### src/rtl/edf_queue_scheduler_if.sv
// Signal bundle between edf_queue_scheduler, its queue bank and the downstream master.
// master = the scheduler; slave = the environment that owns the queues and the sink.
interface edf_queue_scheduler_if #(
    parameter int NUM_QUEUES    = 4,
    parameter int DATA_SIZE     = 8,
    parameter int REGISTER_SIZE = 32
);
    localparam int SOURCE_SIZE = $clog2(NUM_QUEUES);

    logic                                enable;
    logic [NUM_QUEUES*REGISTER_SIZE-1:0] period;
    logic [NUM_QUEUES-1:0]               queue_empty;
    logic [NUM_QUEUES*DATA_SIZE-1:0]     queue_data;
    logic [NUM_QUEUES-1:0]               queue_consumed;
    logic [DATA_SIZE-1:0]                out_data;
    logic [SOURCE_SIZE-1:0]              out_source;
    logic                                out_valid;
    logic                                out_ready;

    modport master (
        input  enable,
        input  period,
        input  queue_empty,
        input  queue_data,
        input  out_ready,
        output queue_consumed,
        output out_data,
        output out_source,
        output out_valid
    );

    modport slave (
        output enable,
        output period,
        output queue_empty,
        output queue_data,
        output out_ready,
        input  queue_consumed,
        input  out_data,
        input  out_source,
        input  out_valid
    );
endinterface

### src/rtl/edf_queue_scheduler.sv
// Earliest-deadline-first arbiter draining NUM_QUEUES queues into one valid/ready port.
// Define MEMOREDF_RR_TIEBREAK_EN to break equal-deadline ties round-robin instead of lowest index.
module edf_queue_scheduler #(
    parameter int NUM_QUEUES    = 4,
    parameter int DATA_SIZE     = 8,
    parameter int REGISTER_SIZE = 32
) (
    input  logic                  clock,
    input  logic                  reset,
    edf_queue_scheduler_if.master bus
);
    localparam int SOURCE_SIZE = $clog2(NUM_QUEUES);

    typedef logic [SOURCE_SIZE-1:0] index_t;
    typedef enum logic [1:0] {IDLE, GRANT, POP, SETTLE} state_t;

    state_t                   state;
    index_t                   sel;
    logic [NUM_QUEUES-1:0]    consumed;
    logic                     valid;
    logic [DATA_SIZE-1:0]     data;
    logic [REGISTER_SIZE-1:0] dl        [NUM_QUEUES];
    logic [REGISTER_SIZE-1:0] period_of [NUM_QUEUES];
    logic [DATA_SIZE-1:0]     head_of   [NUM_QUEUES];

    index_t                   winner;
    logic                     any_candidate;
    logic [REGISTER_SIZE-1:0] best;

    for (genvar g = 0; g < NUM_QUEUES; g++) begin : g_unpack
        assign period_of[g] = bus.period[g*REGISTER_SIZE +: REGISTER_SIZE];
        assign head_of[g]   = bus.queue_data[g*DATA_SIZE +: DATA_SIZE];
    end

`ifdef MEMOREDF_RR_TIEBREAK_EN
    index_t last_granted;

    // Strict '<' keeps the first minimum met along the rotated search order.
    always_comb begin
        int     idx;
        index_t cand;
        // NOTE: every signal written here gets a default first, so no path through
        // the block leaves it unassigned and no latch is inferred.
        winner        = '0;
        any_candidate = 1'b0;
        best          = '0;
        idx           = 0;
        cand          = '0;
        for (int k = 0; k < NUM_QUEUES; k++) begin
            idx = int'(last_granted) + 1 + k;
            if (idx >= NUM_QUEUES) idx = idx - NUM_QUEUES;
            cand = index_t'(idx);
            if (!bus.queue_empty[cand] && (!any_candidate || dl[cand] < best)) begin
                winner        = cand;
                best          = dl[cand];
                any_candidate = 1'b1;
            end
        end
    end
`else
    // Ascending scan with strict '<' gives ties to the lowest index.
    always_comb begin
        // NOTE: every signal written here gets a default first, so no path through
        // the block leaves it unassigned and no latch is inferred.
        winner        = '0;
        any_candidate = 1'b0;
        best          = '0;
        for (int i = 0; i < NUM_QUEUES; i++) begin
            if (!bus.queue_empty[i] && (!any_candidate || dl[i] < best)) begin
                winner        = index_t'(i);
                best          = dl[i];
                any_candidate = 1'b1;
            end
        end
    end
`endif

    always_ff @(posedge clock) begin
        if (!reset) begin
            // NOTE: non-blocking assignments for all state, so every register samples
            // the pre-edge values regardless of statement order.
            state    <= IDLE;
            sel      <= '0;
            consumed <= '0;
            valid    <= 1'b0;
            data     <= '0;
            // NOTE: dl is a small flop array whose value is architecturally visible from
            // the first cycle, so it is reset explicitly; a true RAM would not be.
            for (int i = 0; i < NUM_QUEUES; i++) begin
                dl[i] <= period_of[i];
            end
`ifdef MEMOREDF_RR_TIEBREAK_EN
            last_granted <= index_t'(NUM_QUEUES - 1);
`endif
        end else begin
            // A pop or an empty queue restarts the deadline; otherwise count down to 0 and stick.
            for (int i = 0; i < NUM_QUEUES; i++) begin
                if (consumed[i] || bus.queue_empty[i]) begin
                    dl[i] <= period_of[i];
                end else if (dl[i] != '0) begin
                    dl[i] <= dl[i] - REGISTER_SIZE'(1);
                end
            end

            consumed <= '0;

            case (state)
                IDLE: begin
                    if (bus.enable && any_candidate) begin
                        state <= GRANT;
                        sel   <= winner;
                        valid <= 1'b1;
                        data  <= head_of[winner];
                    end
                end
                GRANT: begin
                    if (bus.out_ready) begin
                        state    <= POP;
                        valid    <= 1'b0;
                        consumed <= NUM_QUEUES'(1) << sel;
                    end
                end
                POP: begin
                    state <= SETTLE;
`ifdef MEMOREDF_RR_TIEBREAK_EN
                    last_granted <= sel;
`endif
                end
                SETTLE: begin
                    // Gives the queue one cycle to present its new head and empty flag.
                    state <= IDLE;
                end
                default: begin
                    state <= IDLE;
                end
            endcase
        end
    end

    assign bus.queue_consumed = consumed;
    assign bus.out_valid      = valid;
    assign bus.out_source     = sel;
    assign bus.out_data       = data;
endmodule

### src/flat_wrapper.sv
// flat-port wrapper written by rule: the top's interface ports become plain ports
module edf_queue_scheduler_flat 
#(
    parameter int NUM_QUEUES    = 4,
    parameter int DATA_SIZE     = 8,
    parameter int REGISTER_SIZE = 32
)
  (clock, reset, bus_enable, bus_period, bus_queue_empty, bus_queue_data, bus_out_ready, bus_queue_consumed, bus_out_data, bus_out_source, bus_out_valid);
  edf_queue_scheduler_if #(.NUM_QUEUES(NUM_QUEUES), .DATA_SIZE(DATA_SIZE), .REGISTER_SIZE(REGISTER_SIZE)) bus_i ();
  input  logic clock;
  input  logic reset;
  input wire logic [$bits(bus_i.enable)-1:0] bus_enable;
  input wire logic [$bits(bus_i.period)-1:0] bus_period;
  input wire logic [$bits(bus_i.queue_empty)-1:0] bus_queue_empty;
  input wire logic [$bits(bus_i.queue_data)-1:0] bus_queue_data;
  input wire logic [$bits(bus_i.out_ready)-1:0] bus_out_ready;
  output wire logic [$bits(bus_i.queue_consumed)-1:0] bus_queue_consumed;
  output wire logic [$bits(bus_i.out_data)-1:0] bus_out_data;
  output wire logic [$bits(bus_i.out_source)-1:0] bus_out_source;
  output wire logic [$bits(bus_i.out_valid)-1:0] bus_out_valid;
  assign bus_i.enable = bus_enable;
  assign bus_i.period = bus_period;
  assign bus_i.queue_empty = bus_queue_empty;
  assign bus_i.queue_data = bus_queue_data;
  assign bus_i.out_ready = bus_out_ready;
  assign bus_queue_consumed = bus_i.queue_consumed;
  assign bus_out_data = bus_i.out_data;
  assign bus_out_source = bus_i.out_source;
  assign bus_out_valid = bus_i.out_valid;
  edf_queue_scheduler #(.NUM_QUEUES(NUM_QUEUES), .DATA_SIZE(DATA_SIZE), .REGISTER_SIZE(REGISTER_SIZE)) u_core (.clock(clock), .reset(reset), .bus(bus_i));
endmodule
### config.mk
export PLATFORM = sky130hd
export DESIGN_NAME = edf_queue_scheduler_flat
export DESIGN_NICKNAME = d
export VERILOG_FILES = /design/src/rtl/edf_queue_scheduler_if.sv /design/src/rtl/edf_queue_scheduler.sv /design/src/flat_wrapper.sv
export SDC_FILE = /design/constraint.sdc
export NUM_CORES = 1
export LEC_CHECK = 0
export CAP_MARGIN = 0
export CORE_MARGIN = 3
export CORE_UTILIZATION = 50
export DETAILED_ROUTE_END_ITERATION = 12
export PLACE_DENSITY = 0.86
export SETUP_SLACK_MARGIN = 0.5
export SYNTH_ARGS = -nofsm -noshare
export SYNTH_HDL_FRONTEND = slang
export SYNTH_SLANG_ARGS = --single-unit
export TNS_END_PERCENT = 30
### constraint.sdc
create_clock -name clock -period 26.4 [get_ports clock]
set_clock_uncertainty 0.15 [all_clocks]
set_input_delay 3.96 -clock clock [delete_from_list [all_inputs] [get_ports clock]]
set_output_delay 3.96 -clock clock [all_outputs]
set_load 0.03 [all_outputs]
==> impl_results.md <==
- CP Data Required Time: 26.56 ns
- Core area: 22100 µm²
- Drt initial violations: approximately 1200
- Max_cap viols: 0
- Fin crit period: 13.57 ns
- Min setup slack post-route: 12.83 ns
- Share of Yosys cell area claimed by the top area cell type: 33.8%
- Number of synthesized flops with an enable pin: 128
- Multiplexer area fraction after synthesis: approximately 1.7%
- Clk buf depth: 2
- Clock transition at the registers of the reported paths: 0.06 ns
- Gp weighted congestion: 0.960
- Yosys top cell by area: edfxtp_1
- Sequential area share after synthesis: 36.8%
- Primary FF master, synth: edfxtp_1
- WL final: 31500 µm
- Syn Nets: 1596
- Final Slew Violations: 0
- Final hold viol count: 0
- Hold crit path type: flop to flop
- Actual slew at the worst max-slew pin: approximately 1.1 ns
- Final setup viols: 0
- Die Wd: between 150 and 200 µm
- DRT Pass-1 Iters: 6
- Post-CTS setup buffers: 0
- Total gr overflow: 0
- PortBufs: 182
- Avg Cell Area, Syn: 8.58 µm²
- Via count: 10700
- Row count: 54
- Worst-Skew Late Latency: around 0.44 ns
- Post-synthesis simple-gate area fraction: 22.3%
- Complex-gate fraction of the synthesized area: 15.6%
- Commonest non-fill, non-tap cell in the layout: nand2_1
- Syn Inst Count: 1324
- Wire length per cell: 17.7 µm
- Synth warn: 0
- Design area: 14000 µm²
- PostCTS Resize Cnt: 0
- First-pass GRT wire length: slightly above 50000 µm
- GRT Total Usage: between 20 and 30%
- Post-Synth Adder-Cell Area: a little under an eighth
- Distinct cell type count after synthesis: 68
- DP Area: ~13000 µm²
- Detailed-route DRC error count: 0
- Initial Util: 51.4%
- Sink Count: 145
- Syn-to-layout area delta: 23.1%
- RSZ-0062 raised after global routing: false
- Post-synthesis xor/xnor area fraction: 8.64%
- DP Cell Count: 1746
- Tcrit/Tclk final: 51.4%
- Setup TNS: 0 ns
- Largest net degree at the start of global routing: 73
- Slowest CP cell: a211oi_4
- Post-DP HPWL: approximately 24000 µm
- ANT nets after route: 0
- Crit path launch type: primary input
- Peak Freq: 73.7 MHz
- P per Cell Area: between 50 and 60 nW/µm²
- Critical path arrival: approximately 14 ns
- CTS Hold Buffers Added: 0
- Mapped cell area: around 11000 µm²
- Synthesized flop and latch total: 145
- Non-filler cells in the finished layout: around 1800
- Crit. End Element: flop
- Via/cell ratio: ~6.0
- Status: complete, no violations
- Leakage power: between 0.005 and 0.006 µW
- Slew HR: between 20% and 30%
- TritonCTS clock tree: yes
- Final #Nets: 1757
- Htree depth: 4
- Most frequent cells in the layout: 228 x nand2_1, 182 x clkdlybuf4s50_1, 132 x o21ai_0
- Crit path max fanout: 72
- CTS buffer count: 17
- Worst VDD drop: 42.9 µV
- Die Y: 157 µm
- Dpl ws: around 13 ns
- Share of layout cells above drive strength 1: 4.67%
- Root Driver: clkbuf_16
- Worst Setup Path Type: primary input to flop
- Synth top area cells: edfxtp_1 34%, ha_1 11%, nand2_1 7.6%
- Number of global-route vias before repair: 10400
- Die area: 24600 µm²
- I/O pins: roughly 180
- Antenna violations before repair: 1
- FFs w/ async S/R, synth: 0%
- Largest family of logic cells by synthesized area: simple AND/OR/NAND/NOR gates
- CP peak stage delay: 0.92 ns
-- sequential cells by signal (all words and copies together), names as in the netlist --
register,flops
u_core.state,2
u_core.dl,128
u_core.bus.queue_consumed,4
u_core.bus.out_valid,1
u_core.bus.out_source,2
u_core.bus.out_data,8
-- per-layer routing --
metal  wire length (µm)  track usage, %  up-vias
li1                   -               -     5107
met1              12500            31.4     5013
met2              15400            43.0      516
met3               2420            5.06      106
met4               1200            11.2        0
met5                  0               0        -
-- stage by stage --
step                total power (µW)  utilization, %  hold WS [ns]
CTS                              800            63.3         0.324
floorplan                        462               -         0.334
finish                           802            63.3         0.318
global route                     844            63.3         0.365
detailed placement               543            60.5         0.310
global placement                 533            60.5         0.301
-- worst max-delay path, delay by kind of cell --
family,cells,cell delay (ns)
buf+inv,5,2.37
fa+ha+maj,3,0.90
compound gates,15,4.36
simple gates,9,2.14
-- synth_stat cells (8+ instances only) --
cell type	instances
mux2_2	10
inv_1	38
edfxtp_1	128
xor2_1	24
o21ai_0	132
buf_2	14
xnor2_1	88
or4_1	9
nand4_1	19
o211ai_1	10
mux2i_1	8
nor2_1	122
nand2_1	229
a21o_1	17
dfxtp_1	17
clkbuf_1	27
nand3_1	32
nor3_1	45
and3_1	10
nor4_1	26
a21oi_1	107
ha_1	104
-- area by class of cell --
cell class	count	area (µm²)
fillers	1727	8110
multi-input cells	1092	6800
flip-flops and latches	145	4180
repair buffers	191	1890
clock buffers	19	443
well taps	280	350
clock inverters	13	175
inverters	38	143
diodes	1	2.50
-- final timing paths --
| check | cells after the start | slack (ns) | start | endpoint |
|---|---|---|---|---|
| worst max-delay path | 32 | 12.83 | bus_queue_empty[0] | u_core.bus.out_data[7] |
| worst min register to register | 2 | 0.32 | u_core.bus.out_data[5] | u_core.bus.out_data[5] |
| worst max register to register | 30 | 17.22 | u_core.dl[0][14] | u_core.bus.out_data[7] |
| worst min-delay path | 2 | 0.32 | u_core.bus.out_data[5] | u_core.bus.out_data[5] |
-- report_power, final --
part	switching [µW]	internal, µW
Sequential	37.5	279
Combinational	123	106
Clock	104	153
Total	264	538
-- cells by family (layout without fill, tap and decap cells) --
kind of cell    after synthesis  after routing
compound gates              312            312
mux                          18             18
simple gates                546            546
xor+xnor                    112            112
fa+ha+maj                   104            104
flops                       145            145
buf+inv                      87            261
other cells                   0              1
Note: power is estimated with default switching activity, not from simulation.
